--- src/rtl/pll_seq_pkg.sv ---
`default_nettype none
// ============================================================================
// Module   : pll_seq_pkg
// Purpose  : Shared state encoding and 27 MHz timing defaults for the rPLL
//            lock/reset sequencer.
// Revision : 1.0 - initial release
// ============================================================================
package pll_seq_pkg;

  typedef enum logic [2:0] {
    PLL_RST   = 3'd0,
    WAIT_LOCK = 3'd1,
    STABLE    = 3'd2,
    RUN       = 3'd3,
    FAULT     = 3'd4
  } state_t;

  // Defaults for a 27 MHz crystal clock
  localparam int C_SYNC_STAGES    = 2;
  localparam int C_PLL_RST_CYCLES = 27;      // 1 us
  localparam int C_LOCK_TIMEOUT   = 270000;  // 10 ms
  localparam int C_STABLE_CYCLES  = 2700;    // 100 us
  localparam int C_MAX_RETRIES    = 3;

  function automatic int max3(input int a, input int b, input int c);
    int m;
    m = (a > b) ? a : b;
    return (m > c) ? m : c;
  endfunction

endpackage
`default_nettype wire

--- src/rtl/sync_ff.sv ---
`default_nettype none
// ============================================================================
// Module   : sync_ff
// Purpose  : Multi-flop synchronizer for a single asynchronous level signal.
// Revision : 1.0 - initial release
// ============================================================================
module sync_ff #(
  parameter int   STAGES    = 2,
  parameter logic RESET_VAL = 1'b0
) (
  input  logic clk,
  input  logic rst,
  input  logic d,
  output logic q
);

  logic [STAGES-1:0] r_sync;

  always_ff @(posedge clk or posedge rst) begin
    if (rst) begin
      r_sync <= {STAGES{RESET_VAL}};
    end else begin
      r_sync <= {r_sync[STAGES-2:0], d};
    end
  end

  assign q = r_sync[STAGES-1];

endmodule
`default_nettype wire

--- src/rtl/pll_lock_sequencer.sv ---
`default_nettype none
// ============================================================================
// Module   : pll_lock_sequencer
// Purpose  : Drives rPLL RESET, qualifies rPLL LOCK and releases the system
//            reset only after lock has been continuously stable.
// Revision : 1.0 - initial release
// ============================================================================
module pll_lock_sequencer
  import pll_seq_pkg::*;
#(
  parameter int SYNC_STAGES    = C_SYNC_STAGES,
  parameter int PLL_RST_CYCLES = C_PLL_RST_CYCLES,
  parameter int LOCK_TIMEOUT   = C_LOCK_TIMEOUT,
  parameter int STABLE_CYCLES  = C_STABLE_CYCLES,
  parameter int MAX_RETRIES    = C_MAX_RETRIES
) (
  input  logic       clk,
  input  logic       rst,
  input  logic       pll_lock_i,
  output logic       pll_reset_o,
  output logic       sys_rst_o,
  output logic       locked_o,
  output logic       fault_o,
  output logic       lock_lost_o,
  output logic [7:0] retry_cnt_o,
  output logic [7:0] lost_cnt_o
);

  localparam int CNT_MAX = max3(LOCK_TIMEOUT, STABLE_CYCLES, PLL_RST_CYCLES);
  localparam int CNT_W   = $clog2(CNT_MAX + 1);

  localparam logic [CNT_W-1:0] C_RST_LAST     = CNT_W'(PLL_RST_CYCLES - 1);
  localparam logic [CNT_W-1:0] C_TIMEOUT_LAST = CNT_W'(LOCK_TIMEOUT - 1);
  localparam logic [CNT_W-1:0] C_STABLE_LAST  = CNT_W'(STABLE_CYCLES - 1);
  localparam logic [7:0]       C_MAX_RETRY    = 8'(MAX_RETRIES);

  logic             w_lock_s;

  state_t           r_state;
  state_t           w_state_nxt;
  logic [CNT_W-1:0] r_cnt;
  logic [CNT_W-1:0] w_cnt_nxt;

  logic             r_pll_reset;
  logic             r_sys_rst;
  logic             r_locked;
  logic             r_fault;
  logic             r_lock_lost;
  logic [7:0]       r_retry_cnt;
  logic [7:0]       r_lost_cnt;

  logic             w_lock_lost_nxt;
  logic [7:0]       w_retry_cnt_nxt;
  logic [7:0]       w_lost_cnt_nxt;

  sync_ff #(
    .STAGES    (SYNC_STAGES),
    .RESET_VAL (1'b0)
  ) u_lock_sync (
    .clk (clk),
    .rst (rst),
    .d   (pll_lock_i),
    .q   (w_lock_s)
  );

  always_ff @(posedge clk or posedge rst) begin
    if (rst) begin
      r_state     <= PLL_RST;
      r_cnt       <= '0;
      r_pll_reset <= 1'b1;
      r_sys_rst   <= 1'b1;
      r_locked    <= 1'b0;
      r_fault     <= 1'b0;
      r_lock_lost <= 1'b0;
      r_retry_cnt <= 8'd0;
      r_lost_cnt  <= 8'd0;
    end else begin
      r_state     <= w_state_nxt;
      r_cnt       <= w_cnt_nxt;
      // Outputs are registered from the next state so they change on the
      // same edge as the state itself.
      r_pll_reset <= (w_state_nxt == PLL_RST) || (w_state_nxt == FAULT);
      r_sys_rst   <= (w_state_nxt != RUN);
      r_locked    <= (w_state_nxt == RUN);
      r_fault     <= (w_state_nxt == FAULT);
      r_lock_lost <= w_lock_lost_nxt;
      r_retry_cnt <= w_retry_cnt_nxt;
      r_lost_cnt  <= w_lost_cnt_nxt;
    end
  end

  always_comb begin
    w_state_nxt     = r_state;
    w_lock_lost_nxt = 1'b0;
    w_retry_cnt_nxt = r_retry_cnt;
    w_lost_cnt_nxt  = r_lost_cnt;

    case (r_state)
      PLL_RST: begin
        if (r_cnt == C_RST_LAST) begin
          w_state_nxt = WAIT_LOCK;
        end
      end

      WAIT_LOCK: begin
        // Lock seen on the timeout cycle takes priority over a retry.
        if (w_lock_s) begin
          w_state_nxt = STABLE;
        end else if (r_cnt == C_TIMEOUT_LAST) begin
          w_retry_cnt_nxt = r_retry_cnt + 8'd1;
          if (w_retry_cnt_nxt >= C_MAX_RETRY) begin
            w_state_nxt = FAULT;
          end else begin
            w_state_nxt = PLL_RST;
          end
        end
      end

      STABLE: begin
        if (!w_lock_s) begin
          w_state_nxt = WAIT_LOCK;
        end else if (r_cnt == C_STABLE_LAST) begin
          w_state_nxt     = RUN;
          w_retry_cnt_nxt = 8'd0;
        end
      end

      RUN: begin
        // The rPLL relocks by itself, so a loss only re-holds system reset.
        if (!w_lock_s) begin
          w_state_nxt     = WAIT_LOCK;
          w_lock_lost_nxt = 1'b1;
          if (r_lost_cnt != 8'hFF) begin
            w_lost_cnt_nxt = r_lost_cnt + 8'd1;
          end
        end
      end

      FAULT: begin
        w_state_nxt = FAULT;
      end

      default: begin
        w_state_nxt = PLL_RST;
      end
    endcase

    if (w_state_nxt != r_state) begin
      w_cnt_nxt = '0;
    end else if ((r_state == PLL_RST) || (r_state == WAIT_LOCK) || (r_state == STABLE)) begin
      w_cnt_nxt = r_cnt + 1'b1;
    end else begin
      w_cnt_nxt = r_cnt;
    end
  end

  assign pll_reset_o = r_pll_reset;
  assign sys_rst_o   = r_sys_rst;
  assign locked_o    = r_locked;
  assign fault_o     = r_fault;
  assign lock_lost_o = r_lock_lost;
  assign retry_cnt_o = r_retry_cnt;
  assign lost_cnt_o  = r_lost_cnt;

endmodule
`default_nettype wire
--- config.mk ---
export PLATFORM = sky130hd
export DESIGN_NAME = pll_lock_sequencer
export DESIGN_NICKNAME = d
export VERILOG_FILES = /design/src/rtl/pll_seq_pkg.sv /design/src/rtl/sync_ff.sv /design/src/rtl/pll_lock_sequencer.sv
export SDC_FILE = /design/constraint.sdc
export NUM_CORES = 1
export LEC_CHECK = 0
export ABC_AREA = 0
export CAP_MARGIN = 10
export CORE_MARGIN = 5
export CORE_UTILIZATION = 40
export CTS_CLUSTER_SIZE = 40
export DETAILED_ROUTE_END_ITERATION = 10
export GPL_TIMING_DRIVEN = 1
export SYNTH_ARGS = -nofsm -noshare
export SYNTH_HDL_FRONTEND = slang
export SYNTH_SLANG_ARGS = --single-unit
export TNS_END_PERCENT = 5
--- constraint.sdc ---
create_clock -name clk -period 6 [get_ports clk]
set_input_delay 1.2 -clock clk [delete_from_list [all_inputs] [get_ports clk]]
set_output_delay 1.2 -clock clk [all_outputs]
set_load 0.05 [all_outputs]
==> summary.md <==
| Metric | Value |
|---|---|
| Via count of the first global-routing pass | `~1600` |
| Register area | `around 0.0011 mm^2` |
| H-tree depth | `2` |
| Nets | `around 260` |
| CP Cell Sequence | `clkdlybuf4s50_1` |
| Die Width | `between 80 and 90 um` |
| Fin Setup TNS | `0 ps` |
| CTS tree | `built` |
| Area of the multi-input gates | `approximately 0.0011 mm^2` |
| Routed len/inst | `about 13 um` |
| Layout fillers | `roughly 520` |
| CP Launch Type | `flop` |
| Port bufs | `23` |
| Post-Syn Instances | `around 230` |
| Rows | `27` |
| Clk pwr share | `between 20 and 30%` |
| Initial antenna violation count | `0` |
| Hold Violations, Final | `0` |
| Routability cong. | `around 0.77` |
| Drt pass-1 iters | `4` |
| Sequential power share | `around half` |
| GRT Total Usage | `12.9%` |
| Clock Path Buffers | `2` |
| Die Ht | `between 80 and 90 um` |
| WP data required | `between 4000 and 5000 ps` |
| Final wirelength | `between 4000 and 5000 um` |
| Outcome | `complete, no violations` |
| Distinct cells, synth | `39` |
| Final period util | `47.5%` |
| Share of cells above drive strength 1 | `about 6.6%` |
| Switching power | `between 0.2 and 0.25 mW` |
| Root Driver | `clkbuf_8` |
| Pwr/cell area | `267 mW/mm^2` |
| Routed Antenna Nets | `0` |
| CP endpoint kind | `output pin` |
| Worst-skew pair later-pin latency | `just over 300 ps` |
| Synth top area share | `a little under half` |
| Yosys reg bits | `45` |
| # clock sinks | `45` |
| Commonest non-fill, non-tap cell in the layout | `dfrtp_1` |
| First-pass GRT wire length | `between 7000 and 8000 um` |
| Avg Cell Area, Syn | `roughly 9.8 um^2` |
| Post-synth top area cell | `dfrtp_1` |
| Highest clock rate | `between 0.3 and 0.4 GHz` |
| CTS clk-pin slew, worst paths | `about 90 ps` |
| Starting Density | `between 40 and 50%` |
| Via density per instance | `a little over 5` |
| CP max FO | `8` |
| Remaining global-route overflow | `0` |
| Syn_nets | `between 200 and 250` |
| Pre-CTS setup slack | `between 3000 and 4000 ps` |
| Max-Cap Viols | `0` |
| P&R area growth vs syn | `16.8%` |
| Min Tclk post-route | `~2900 ps` |
| Via Count | `between 1500 and 2000` |
| CTS Buf Count | `5` |
| Hold buffers post-CTS | `0` |
| Starting DRT DRC Count | `between 40 and 50` |
| Internal Power | `0.476 mW` |
| Comb power frac | `between 20 and 25%` |
| Area of the core | `~0.0055 mm^2` |
| P_leak | `1.16 nW` |
| Peak supply drop | `approximately 150 uV` |
| Sw Share | `between 30% and 40%` |
| Final Slew Violations | `0` |
| Setup Skew | `about 11 ps` |
| Post-Syn Area | `0.00229 mm^2` |
| Primary FF master, synth | `dfrtp_1` |
| Max-Slew Margin vs Limit | `38.2%` |
| RSZ-0062 raised after global routing | `false` |
| Endpoints failing setup | `0` |
| Max incr delay on CP | `around 850 ps` |
| DP Wirelength | `2990 um` |
| Post-cts resize count | `0` |
| Arr. time, crit path | `~1700 ps` |
| Die ar. | `around 0.0073 mm^2` |
| Setup bufs post-CTS | `0` |
| Post-synth ARST share | `100%` |
| CP Buf/Inv Count | `1` |
| Final setup margin | `~3100 ps` |
| Diodes inserted | `0` |
| Seq/Total Area, Yosys | `around 50%` |
| Critical path class | `flop to output pin` |
| Ys Warns | `0` |
| Most frequent cells in the layout | `dfrtp_1 (43), nand2_1 (26), clkdlybuf4s50_1 (23)` |
| Post-synth EDFFs | `0` |
| Worst hold slack | `between 300 and 400 ps` |
| Hold Crit Class | `flop to flop` |
| DR DRC count | `0` |
| Pin count of the biggest net entering global routing | `46` |
| Tightest Pin Transition | `between 900 and 1000 ps` |
| Final core occ | `about half` |
| Critical path's top delay family | `buffers and inverters` |
| Boundary Pins | `24` |
| Largest cells by area after synthesis | `dfrtp_1 (47%), xnor2_1 (6.9%), nand2_1 (4.3%)` |
| Slowest-stage cell, CP | `clkdlybuf4s50_1` |
[stage by stage]
stage	power [mW]	instances	cell area (um^2)
final	0.714	329	2680
after global routing	0.755	329	2680
after CTS	0.723	329	2680
after detailed placement	0.524	321	2580
after global placement	0.521	321	2580
after floorplan	0.479	233	2290
[cells in the mapped netlist, types with 2 or more instances]
cell type,count
dfrtp_1,43
nand2_1,26
nor2_1,21
xnor2_1,18
and2_1,15
nand3_1,13
o21ai_0,12
xor2_1,10
nand4_1,9
and3_1,8
clkbuf_1,5
ha_1,5
inv_1,5
nor3_1,5
nor4_1,4
a31oi_1,3
a21oi_1,2
and4_1,2
buf_2,2
dfstp_2,2
nor2b_1,2
nor3b_1,2
o21ai_1,2
or3_1,2
[layer usage]
layer | global-route usage (%) | routed length [um] | part of all wire, %
met2 | 20.8 | 2040 | 46
met1 | 17.0 | 2170 | 49
met3 | 3.27 | 151 | 3.4
met4 | 4.17 | 56 | 1.3
met5 | 0 | 0 | 0
[logic make-up after synthesis]
group           after synthesis  share of synthesized area (%)
flops                        45                           49.2
compound gates               22                           5.46
buf+inv                      12                           2.07
fa+ha+maj                     5                           2.73
mux                           2                          0.928
simple gates                119                           28.9
xor+xnor                     28                           10.7
[flip-flops by register name, indices dropped and copies added, names as in the netlist]
name                count
r_cnt                  19
lost_cnt_o              8
retry_cnt_o             8
r_state                 3
u_lock_sync.r_sync      2
fault_o                 1
lock_lost_o             1
locked_o                1
pll_reset_o             1
sys_rst_o               1
[final cells by class]
| type | instances | area share (%) |
|---|---|---|
| Clock inverter | 3 | 0.935 |
| Clock buffer | 5 | 2.57 |
| Inverter | 5 | 0.701 |
| Sequential cell | 45 | 42.1 |
| Tap cell | 72 | 3.36 |
| Timing Repair Buffer | 23 | 8.60 |
| Multi-Input combinational cell | 176 | 41.7 |
[worst reg2reg max path: cells and delay by family (launching register included)]
kind | cells | cell delay [ps]
simple gates | 3 | 730
mux | 1 | 650
compound gates | 2 | 590
flops | 1 | 440
[power by group through the flow]
stage	Clock [mW]	Sequential, mW	Combinational (mW)
global placement	0	0.365	0.156
global route	0.218	0.364	0.173
CTS	0.205	0.359	0.159
finish	0.199	0.359	0.156
floorplan	0	0.384	0.0958
detailed placement	0	0.364	0.160
[path summary, 6_finish.rpt]
check / from / endpoint / slack [ps] / depth (start not counted)
max reg2reg: r_cnt[14]$_DFFE_PP0P_ / r_cnt[1]$_DFFE_PP0P_ / 3520 / 6
max: retry_cnt_o[4]$_DFFE_PP0P_ / retry_cnt_o[4] / 3150 / 1
max in group asynchronous: rst / r_cnt[11]$_DFFE_PP0P_ / 4010 / 2
min reg2reg: u_lock_sync.r_sync[0]$_DFF_PP0_ / u_lock_sync.r_sync[1]$_DFF_PP0_ / 360 / 0
min in group asynchronous: rst / lost_cnt_o[2]$_DFFE_PP0P_ / 1410 / 2
min: u_lock_sync.r_sync[0]$_DFF_PP0_ / u_lock_sync.r_sync[1]$_DFF_PP0_ / 360 / 0
Note: power is estimated with default switching activity, not from simulation.
